$ cat config.mk
export PLATFORM = sky130hd
export DESIGN_NAME = apb_slave_bridge
export DESIGN_NICKNAME = d
export VERILOG_FILES = /design/src/rtl/apb_bridge_pkg.sv /design/src/rtl/apb_bridge_timeout.sv /design/src/rtl/apb_slave_bridge.sv
export SDC_FILE = /design/constraint.sdc
export NUM_CORES = 1
export LEC_CHECK = 0
export CAP_MARGIN = 20
export CORE_MARGIN = 2
export CORE_UTILIZATION = 40
export CTS_BUF_LIST = sky130_fd_sc_hd__clkbuf_16
export DETAILED_ROUTE_END_ITERATION = 10
export MAX_ROUTING_LAYER = met4
export PLACE_DENSITY = 0.8
export SYNTH_ARGS = -nofsm -noshare
export SYNTH_HDL_FRONTEND = slang
export SYNTH_HIERARCHICAL = 1
export SYNTH_SLANG_ARGS = --single-unit
export TNS_END_PERCENT = 20
$ cat constraint.sdc
create_clock -name pclk -period 5.4 [get_ports pclk]
set_clock_uncertainty 0.05 [all_clocks]
set_input_delay 1.35 -clock pclk [delete_from_list [all_inputs] [get_ports pclk]]
set_output_delay 1.35 -clock pclk [all_outputs]
set_load 0.01 [all_outputs]
$ cat src/rtl/apb_bridge_pkg.sv
// Shared definitions for apb_slave_bridge: controller state encoding and the
// strobe-to-bit-mask helper used when capturing write data.
package apb_bridge_pkg;

   localparam int MAX_DATA_W = 64;
   localparam int MAX_STRB_W = MAX_DATA_W / 8;

   typedef enum logic [1:0] {
      IDLE = 2'd0,
      REQ  = 2'd1,
      WAIT = 2'd2,
      RESP = 2'd3
   } apb_br_state_e;

   // Expands each strobe bit into a full byte lane; callers truncate to DATA_W.
   function automatic logic [MAX_DATA_W-1:0] byte_mask(input logic [MAX_STRB_W-1:0] strb);
      logic [MAX_DATA_W-1:0] mask;
      mask = '0;
      for (int i = 0; i < MAX_STRB_W; i++) begin
         mask[8*i +: 8] = {8{strb[i]}};
      end
      return mask;
   endfunction

endpackage

$ cat src/rtl/apb_bridge_timeout.sv
// Acknowledge watchdog for apb_slave_bridge: counts cycles spent waiting on the
// back end and flags expiry on the cycle the count reaches TIMEOUT-1.
module apb_bridge_timeout #(
   parameter int TIMEOUT = 16
) (
   input  logic pclk,
   input  logic prst_n,
   input  logic clr_i,
   input  logic run_i,
   output logic expired_o
);

   localparam int CNT_W = $clog2(TIMEOUT);

   logic [CNT_W-1:0] cnt_q, cnt_d;

   always_comb begin
      cnt_d = cnt_q;
      if (clr_i) begin
         cnt_d = '0;
      end else if (run_i) begin
         cnt_d = cnt_q + CNT_W'(1);
      end
   end

   // NOTE: state registers use non-blocking assignments so every flop samples pre-edge values.
   always_ff @(posedge pclk or negedge prst_n) begin
      if (!prst_n) begin
         cnt_q <= '0;
      end else begin
         cnt_q <= cnt_d;
      end
   end

   assign expired_o = run_i && (cnt_q == CNT_W'(TIMEOUT - 1));

endmodule

$ cat src/rtl/apb_slave_bridge.sv
// APB4 completer bridging transfers to a req/ack register back end.
// Optional acknowledge timeout enabled by defining APB_BRIDGE_TIMEOUT_EN.
module apb_slave_bridge
   import apb_bridge_pkg::*;
#(
   parameter int ADDR_W  = 12,
   parameter int DATA_W  = 32,
   parameter int TIMEOUT = 16
) (
   input  logic                  pclk,
   input  logic                  prst_n,
   input  logic [ADDR_W-1:0]     paddr,
   input  logic                  psel,
   input  logic                  penable,
   input  logic                  pwrite,
   input  logic [DATA_W-1:0]     pwdata,
   input  logic [DATA_W/8-1:0]   pstrb,
   output logic                  pready,
   output logic [DATA_W-1:0]     prdata,
   output logic                  pslverr,
   output logic                  wr_en,
   output logic                  rd_en,
   output logic [ADDR_W-1:0]     waddr,
   output logic [ADDR_W-1:0]     raddr,
   output logic [DATA_W-1:0]     wdata,
   output logic [DATA_W/8-1:0]   wstrb,
   input  logic                  wack,
   input  logic                  rack,
   input  logic                  waddrerr,
   input  logic                  raddrerr,
   input  logic [DATA_W-1:0]     rdata
);

   localparam int STRB_W = DATA_W / 8;
   localparam logic [ADDR_W-1:0] ALIGN_MASK = ADDR_W'(STRB_W - 1);

   if (DATA_W % 8 != 0 || DATA_W < 8 || DATA_W > MAX_DATA_W || TIMEOUT < 2) begin : g_bad_params
      $error("apb_slave_bridge: unsupported DATA_W or TIMEOUT");
   end

   apb_br_state_e state_q, state_d;

   logic [ADDR_W-1:0] addr_q;
   logic              write_q;
   logic [DATA_W-1:0] wdata_q;
   logic [STRB_W-1:0] strb_q;
   logic              wr_en_q, wr_en_d;
   logic              rd_en_q, rd_en_d;
   logic              pready_q, pready_d;
   logic [DATA_W-1:0] prdata_q, prdata_d;
   logic              pslverr_q, pslverr_d;

   logic              cap_en;
   logic              misaligned;
   logic              busy;
   logic              ack_match;
   logic              ack_err;
   logic              tmo_expired;
   logic [DATA_W-1:0] strb_mask;

   assign strb_mask  = DATA_W'(byte_mask(MAX_STRB_W'(pstrb)));
   assign misaligned = (paddr & ALIGN_MASK) != '0;
   assign busy       = (state_q == REQ) || (state_q == WAIT);
   assign ack_match  = write_q ? wack : rack;
   assign ack_err    = write_q ? waddrerr : raddrerr;

`ifdef APB_BRIDGE_TIMEOUT_EN
   logic tmo_clr;

   assign tmo_clr = (state_q == IDLE) && (state_d == REQ);

   apb_bridge_timeout #(
      .TIMEOUT (TIMEOUT)
   ) u_timeout (
      .pclk      (pclk),
      .prst_n    (prst_n),
      .clr_i     (tmo_clr),
      .run_i     (busy),
      .expired_o (tmo_expired)
   );
`else
   assign tmo_expired = 1'b0;
`endif

   // NOTE: every always_comb output gets a default first, so no path can infer a latch.
   always_comb begin
      state_d   = state_q;
      cap_en    = 1'b0;
      wr_en_d   = 1'b0;
      rd_en_d   = 1'b0;
      pready_d  = 1'b0;
      prdata_d  = '0;
      pslverr_d = 1'b0;
      case (state_q)
         IDLE: begin
            if (psel && !penable) begin
               cap_en = 1'b1;
               if (misaligned) begin
                  state_d   = RESP;
                  pready_d  = 1'b1;
                  pslverr_d = 1'b1;
               end else if (pwrite && (pstrb == '0)) begin
                  state_d  = RESP;
                  pready_d = 1'b1;
               end else begin
                  state_d = REQ;
                  wr_en_d = pwrite;
                  rd_en_d = !pwrite;
               end
            end
         end
         REQ, WAIT: begin
            // A master dropping psel mid-transfer abandons it silently.
            if (!psel) begin
               state_d = IDLE;
            end else if (ack_match) begin
               state_d   = RESP;
               pready_d  = 1'b1;
               prdata_d  = write_q ? '0 : rdata;
               pslverr_d = ack_err;
            end else if (tmo_expired) begin
               state_d   = RESP;
               pready_d  = 1'b1;
               pslverr_d = 1'b1;
            end else begin
               state_d = WAIT;
            end
         end
         RESP:    state_d = IDLE;
         default: state_d = IDLE;
      endcase
   end

   // NOTE: the capture registers are plain flops, so they share the async reset with the FSM.
   always_ff @(posedge pclk or negedge prst_n) begin
      if (!prst_n) begin
         state_q   <= IDLE;
         addr_q    <= '0;
         write_q   <= 1'b0;
         wdata_q   <= '0;
         strb_q    <= '0;
         wr_en_q   <= 1'b0;
         rd_en_q   <= 1'b0;
         pready_q  <= 1'b0;
         prdata_q  <= '0;
         pslverr_q <= 1'b0;
      end else begin
         state_q   <= state_d;
         wr_en_q   <= wr_en_d;
         rd_en_q   <= rd_en_d;
         pready_q  <= pready_d;
         prdata_q  <= prdata_d;
         pslverr_q <= pslverr_d;
         if (cap_en) begin
            addr_q  <= paddr;
            write_q <= pwrite;
            wdata_q <= pwdata & strb_mask;
            strb_q  <= pstrb;
         end
      end
   end

   assign pready  = pready_q;
   assign prdata  = prdata_q;
   assign pslverr = pslverr_q;
   assign wr_en   = wr_en_q;
   assign rd_en   = rd_en_q;
   assign waddr   = (busy && write_q)  ? addr_q  : '0;
   assign wdata   = (busy && write_q)  ? wdata_q : '0;
   assign wstrb   = (busy && write_q)  ? strb_q  : '0;
   assign raddr   = (busy && !write_q) ? addr_q  : '0;

endmodule

==> results by stage, run 1 <==
Placed design:
- During placement, the flow inserted port buffers numbering ~180.
- The detailed-placement wirelength estimate is approximately 7.0 mm.
- The final weighted congestion in routability-driven placement is 0.7883.
- The total placed cells including tap cells is 650.
- The post-placement worst setup slack is 1983 ps.

Power:
- The proportion of power drawn by combinational gates is 0.361.
- The design internal power is 1.681 mW.
- The total power divided by cell area is 421.3 mW/mm².
- VDD sags by at most 0.1999 mV.
- The share of total power dissipated in the clock network is 0.253.
- In this run the power spent charging and discharging nets is between 700 and 800 µW.
- Summed over all cells, the static leakage comes to 2.897 nW.
- The share of total power dissipated in sequential elements is 0.386.
- Of the total power, the share spent switching nets is 0.3207.

Routing:
- In the detailed route, the total length drawn on met3 is 997 µm.
- The detailed router finished its first iteration with 95 violations.
- The length of routed wiring on met1 is 4.156 mm.
- The number of vias per cell after detailed routing is 4.973.
- After detailed routing, the average wire length per cell comes to 15.06 µm.
- The first TritonRoute pass finished after 4 iterations.
- For this run, design rule violations remaining after detail routing come to 0.
- For this block, the via count after detailed routing is 3307.
- The routed design uses roughly 4.8 mm of met2 wire.
- The highest layer touched by signal routing is met4.
- The detailed-route wire length is about 10 mm.
- Once detail routing completed, the nets flagged for antenna violations numbered 0.

Layout:
- The finished layout holds 665 standard cells, fillers aside.
- In the final layout, the share of cells above drive strength 1 is 0.04693.
- The number of antenna repair diodes is 0.
- Relative to the synthesized area, the layout overhead comes to 59.25%.
- After the last flow step, the layout net total stands at 642.

Synth:
- Ranked by total cell area, the synthesized netlist is headed by dfrtp_1 (59%), nand2_1 (12%), and3_1 (8.1%).
- In this run, synthesis inferred 0 flip-flops with an integrated enable.
- Counting instances in the post-synthesis netlist gives the leading cell types as nand2_1 (118), dfrtp_1 (87), and3_1 (48).
- The primary flip-flop cell chosen by synthesis mapping is dfrtp_1.
- Of the post-synthesis cell area, the dominant cell type holds 0.5904.
- The number of warnings reported in the yosys synthesis log is 6.
- The post-synthesis net count is approximately 470.
- After synthesis the cells add up to 0.003687 mm².
- The biggest area contributor in the post-synthesis netlist is dfrtp_1.
- The number of cells produced by synthesis is 381.
- Counting distinct cell types in the post-synthesis netlist gives 27.
- The proportion of synthesized flip-flops having asynchronous set or reset is 1.000.
- The synthesized area per cell is 9.678 µm².
- The register area share after synthesis is 0.5904.
- The cell with the most instances after synthesis is nand2_1.
- After synthesis the netlist holds a flip-flop and latch count of 87.

STA:
- The final period utilization is 0.6902.
- The slew at the pin closest to its max-slew limit is 948.4 ps.
- The maximum clock frequency is ~270 MHz.
- The slack of the critical path is 1673 ps.
- Setup violations remaining at the end of the flow were counted as 0.
- Setup repair after global routing left no endpoint under its margin.
- The headroom to the max-slew limit is 0.3677.
- The number of max-slew violations in the final report is 0.
- The hold violation total from the final report is 0.
- The worst hold slack is 409.4 ps.
- The setup TNS is 0 ps.
- The minimum clock period is about 3700 ps.

Setup path:
- The type of destination of the critical path is a primary output.
- The cell count of the worst reg-to-reg path is 6.
- The end of the worst register-to-register path is prdata[30]$_DFF_PN0_.
- Data arrives at the worst endpoint at about 2300 ps.
- The worst register-to-register path has a setup slack of roughly 3100 ps.
- Data on the critical path is required at its endpoint by ~4000 ps.
- In this run the worst path has a maximum fanout of 12.
- The startpoint kind of the worst setup timing path is a flop.
- The worst setup path is of the reg -> out kind.
- The launch point of the worst reg-to-reg path is state_q[0]$_DFFE_PN0P_.

CTS:
- The buffers inserted during post-CTS setup optimization is 0.
- The count of clock tree sinks is 87.
- The clock reaches the later pin of the worst-skew pair after 320 ps.
- TritonCTS built the clock tree.
- The clock passes through at most 2 buffers.
- The number of instances resized during post-cts repair is 0.
- In this run the number of H-tree levels came out at 3.
- Clock-pin slew was measured on the worst setup and hold paths at roughly 60 ps.
- Counting the buffers created by CTS gives 9.
- The master cell of the clock root buffer is clkbuf_16.
- The count of hold-fix buffers inserted at cts is 0.

Global route:
- Entering global routing, the biggest net connects 88 pins.
- The first global-routing pass estimated ~16 mm of wire.
- The final global-route overflow total is 0.
- Across every metal layer, demand over resource in global routing totals 0.2103.
- The number of antenna violations at the first check in global routing is 0.
- The via count of the first global-routing pass is 3306.

Die:
- From left edge to right edge, the die measures 100.0 µm.
- The initialized floorplan defines 35 standard-cell rows.
- Pin placement for this block handled ~190 I/O pins.
- The initial utilization of the core area, before any placement, comes to 0.4048.
- The core footprint is about 0.009 mm².
- The vertical die dimension is 100.0 µm.
- The die covers 0.01000 mm².

Worst hold path:
- The sink of the worst hold path is wdata_q[28]$_DFFE_PN0P_.
- The startpoint of the worst hold path is wdata_q[28]$_DFFE_PN0P_.
- The count of cells along the worst hold path is 2.
- The path class of the tightest hold or removal check is reg -> reg.

Run status:
- The run finished with clean final reports.

Job:
- Across the run, the number of max-cap violations was 0.
==> routing by layer <==
layer | global-route usage | up-vias
met2 | 0.3342 | 154
met1 | 0.2567 | 1577
met3 | 0.07521 | 10
met5 | - | -
met4 | 0.05690 | 0
li1 | - | 1566
==> final cells by class <==
| cell class | count | area (µm²) |
|---|---|---|
| Clock buffer | 9 | 225.2 |
| Inverter | 2 | 7.507 |
| Clock inverter | 5 | 75.07 |
| Tap cell | 111 | 138.9 |
| Fill cell | 755 | 3237 |
| Timing Repair Buffer | 188 | 1882 |
| Multi-Input combinational cell | 263 | 1366 |
| Sequential cell | 87 | 2177 |
==> power groups by stage <==
stage / combinational, mW / sequential (mW) / clock (mW)
3_3_place_gp: 0.879 / 0.952 / 0
6_report: 0.893 / 0.955 / 0.625
2_1_floorplan: 0.457 / 0.951 / 0
3_5_place_dp: 0.901 / 0.965 / 0
4_1_cts: 0.905 / 0.956 / 0.646
5_1_grt: 0.998 / 0.978 / 0.668
==> through the flow <==
stage               utilization  area [µm²]  power, mW
finish                   0.6446        5872      2.474
global route             0.6446        5872      2.643
CTS                      0.6424        5852      2.507
detailed placement       0.6095        5552      1.866
global placement         0.6095        5552      1.832
floorplan                     -        3687      1.408
==> cell families after synthesis <==
kind of cell | synth area share
AO/OA/AOI/OAI | 0.01833
AND/OR/NAND/NOR | 0.3424
adder cells (fa/ha/maj) | 0.006785
flip-flops | 0.5904
buffers and inverters | 0.03936
multiplexers | 0.002715
==> flip-flops by register name, indices dropped and copies added (netlist names) <==
name	count
wdata_q	32
rd_en	1
state_q	2
addr_q	12
prdata	32
strb_q	4
pslverr	1
pready	1
write_q	1
wr_en	1
==> placed cells by master, fill, tap and decap left out <==
| cell | count |
|---|---|
| inv_1 | 2 |
| ha_1 | 2 |
| clkinv_2 | 3 |
| and2_1 | 44 |
| o221ai_1 | 1 |
| buf_12 | 1 |
| bufinv_16 | 2 |
| and3b_2 | 1 |
| nand3b_1 | 1 |
| buf_4 | 4 |
| and3_1 | 48 |
| a21o_1 | 1 |
| nor2_1 | 1 |
| nor2_2 | 1 |
| mux2i_1 | 1 |
| nor4_2 | 2 |
| a21oi_2 | 1 |
| or3_1 | 1 |
| nand2b_4 | 1 |
| o21ai_0 | 2 |
| o32ai_1 | 1 |
| nand2_1 | 118 |
| o311ai_2 | 1 |
| nand3_1 | 32 |
| clkdlybuf4s50_1 | 183 |
| nor2b_1 | 2 |
| dfrtp_1 | 87 |
| o21bai_1 | 1 |
| clkbuf_16 | 9 |
==> how the worst max path moves through the flow <==
stage	from	end	slack (ps)	cells after the start
global route	state_q[0]$_DFFE_PN0P_	raddr[8]	1400	5
detailed placement	state_q[0]$_DFFE_PN0P_	raddr[3]	1980	5
floorplan	state_q[0]$_DFFE_PN0P_	wdata[14]	2660	5
CTS	state_q[0]$_DFFE_PN0P_	raddr[8]	1610	5
finish	state_q[0]$_DFFE_PN0P_	raddr[8]	1670	5
global placement	state_q[0]$_DFFE_PN0P_	raddr[8]	2090	5
==> critical path, stage by stage, from the launching register on <==
cell             delay (ps)
dfrtp_1                 380
inv_1                    60
ha_1                    280
nor2b_1                 520
and2_1                  230
clkdlybuf4s50_1         540
No activity file was read; power rests on OpenSTA's default activity.
==> run 2: changes to the inputs <==
Clock period 5.4 ns to 3.6 ns, I/O delays scaled along.
==> run 2 against run 1 <==
Against the previous run:
- sequential power grew 52%
- highest routed layer unchanged
- final cell count grew 0.75%
- clock power increased by 55%
- sequential share of layout area is 0.35 points lower
- design area grew 0.96%
- total power up 52%
- worst hold slack worse by 38 ps
- via count decreased by 1.2%
- register-to-register slack worse by 1800 ps
==> results by stage, run 2 (synthesis gave the netlist of run 1 again) <==
STA:
- The setup TNS is 0 ps.
- The hold violation total from the final report is 0.
- Setup repair after global routing left no endpoint under its margin.
- The maximum clock frequency is 304.4 MHz.
- At the pin with the least slew margin, the transition time is between 800 and 900 ps.
- Setup violations remaining at the end of the flow were counted as 0.
- The final period utilization is 0.9124.
- The minimum clock period is between 3000 and 4000 ps.
- The slack of the critical path is 315.2 ps.
- Headroom to the max-slew limit came out at 0.4495.
- The number of max-slew violations in the final report was 0.
- Hold timing on the final database bottoms out at a slack of between 300 and 400 ps.

CTS:
- The H-tree depth is 3.
- The clock slew seen by the registers of the worst setup and hold paths is 60 ps.
- The CTS tree is yes.
- In this run the clock root is driven by a clkbuf_16.
- The number of gates resized after CTS was 0.
- The buffers inserted during post-CTS setup optimization is 0.
- The count of hold-fix buffers inserted at cts is 0.
- The buffer depth of the longest clock path is 2.
- The count of clock tree sinks is 87.
- The CTS buffer count is 9.
- The source-to-sink clock delay at the later pin of the worst-skew pair is 320 ps.

Power:
- Total power for the finished layout comes to 3.755 mW.
- The leakage power summed over all cells is 2.927 nW.
- The total power divided by cell area is 633.3 mW/mm².
- The peak supply drop is 0.3164 mV.

Die:
- Measured along the y axis, the die boundary spans 100.0 µm.
- The starting density of the core is 0.4048.
- The floorplan step defined a die boundary enclosing ~0.010 mm².
- The total number of placement rows is 35.
- The die is 100.0 µm wide.
- Pin placement for this block handled ~190 I/O pins.
- The region available for standard cell placement spans 0.009109 mm².

Placed design:
- In this run, placement finished with an instance count of 653.
- The placed instances occupy a cell area of ~0.0056 mm².
- The final weighted congestion in routability-driven placement is a little under 0.8.
- Timing analysis after detailed placement gives a worst setup slack of 644.8 ps.
- The number of buffers inserted by port buffering is 184.
- Once detailed placement completed, the half-perimeter wirelength came to 7.154 mm.

Job:
- The max-cap violation count is 0.

Layout:
- The number of nets in the layout is 645.
- At the end of the flow the core is filled with cells to 0.6508.
- The post-layout instance count excluding filler cells is 670.
- The library cell used most frequently in the layout, excluding fill and tap cells, is clkdlybuf4s50_1.
- The number of antenna repair diodes is 0.
- In the layout the commonest cells are clkdlybuf4s50_1 (183), nand2_1 (118), dfrtp_1 (87), and3_1 (48), and2_1 (44).
- In the final layout, the share of cells above drive strength 1 is 0.05009.
- The synthesis-to-layout area growth is 60.77%.
- The post-layout instance area is between 0.005 and 0.006 mm².

Global route:
- The via count of the first global-routing pass is 3290.
- The wire length of the first global-routing pass is 15.97 mm.
- The final global-route overflow total is 0.
- The number of antenna violations at the first check in global routing was 0.
- The pin count of the biggest net entering global routing is 88.
- For this run, global-route usage on met2 was measured as 0.3410.
- met2 is the most crowded layer.
- The met3 track demand over resource is 0.07451.
- Across every metal layer, demand over resource in global routing totals 0.2123.
- The global routing usage on met1 is 0.2572.

Routing:
- The detailed-route via count is 3266.
- The remaining design rule violation count is 0.
- The number of nets with antenna violations after detailed routing is 0.
- The pre-antenna-repair detailed-routing pass consisted of 6 iterations.
- The detailed-route wire length is about 10 mm.
- Dividing the detail-routed wire length by the instance count gives 15.00 µm.
- After detailed routing, the number of vias per cell comes to 4.875.
- The first routing iteration left 111 violations.

Setup path:
- The startpoint kind of the worst setup timing path is a flop.
- STA classifies the critical path endpoint as a primary output.
- The critical path contains buffers and inverters numbering 2 combined.
- On the critical path, the stage with the largest delay is an instance of clkdlybuf4s50_1.
- The data arrival at the endpoint of the critical path is 2330 ps.
- The delay of the slowest cell on the worst path is 540 ps.
- In this design, the largest share of critical-path delay is due to simple AND/OR/NAND/NOR gates.
- The required time at the endpoint of the critical path is around 2700 ps.
- Of all nets on the critical path, the largest fanout is 12.
- The setup path with the least slack is of type reg -> out.
- The signal on the critical path passes through inv_1 > ha_1 > nor2b_1 > and2_1 > clkdlybuf4s50_1.

Run status:
- The flow ran to the end, and the final reports show no timing, DRC or antenna violations.

Worst hold path:
- The tightest min-delay check is of the in -> async type.
run 2: cell types whose count changed in the layout (fill, tap and decap cells not counted), sizes merged:
| cell | delta |
|---|---|
| buf | +3 |
| clkinv | +1 |
| inv | +1 |
run 2: power by group:
group | total (mW) | switching [mW] | internal [mW]
sequential | 1.45 | 0.169 | 1.28
clock | 0.966 | 0.363 | 0.603
combinational | 1.34 | 0.684 | 0.658
run 2: layer usage:
metal  share of wire  routed length, µm
met5               0                  0
met3           0.084                846
met1            0.43               4349
met4          0.0054                 54
met2            0.48               4800
run 2: area by class of cell:
class                      instances  area, µm²
sequential                        87       2177
tap                              111      138.9
clock buffer                       9      225.2
multi-input combinational        263       1366
inverter                           2      7.507
timing repair buffer             191       1924
clock inverter                     7      88.84
fill                             734       3181
run 2: worst paths after layout:
check,startpoint,to,slack (ps),cells after the start
min in group pclk,wdata_q[29]$_DFFE_PN0P_,wdata_q[29]$_DFFE_PN0P_,410,2
max in group asynchronous,prst_n,wdata_q[0]$_DFFE_PN0P_,2510,2
worst max register to register,state_q[0]$_DFFE_PN0P_,prdata[3]$_DFF_PN0_,1290,6
worst min-delay path,prst_n,prdata[0]$_DFF_PN0_,370,1
worst min register to register,wdata_q[29]$_DFFE_PN0P_,wdata_q[29]$_DFFE_PN0P_,410,2
worst max-delay path,state_q[0]$_DFFE_PN0P_,raddr[5],320,5
run 2: worst register-to-register path: stages (launching register included):
cell and delay [ps]:
dfrtp_1 380, inv_1 60, ha_1 290, buf_4 380, nand2_1 190, nor2_2 660
and2_1 240
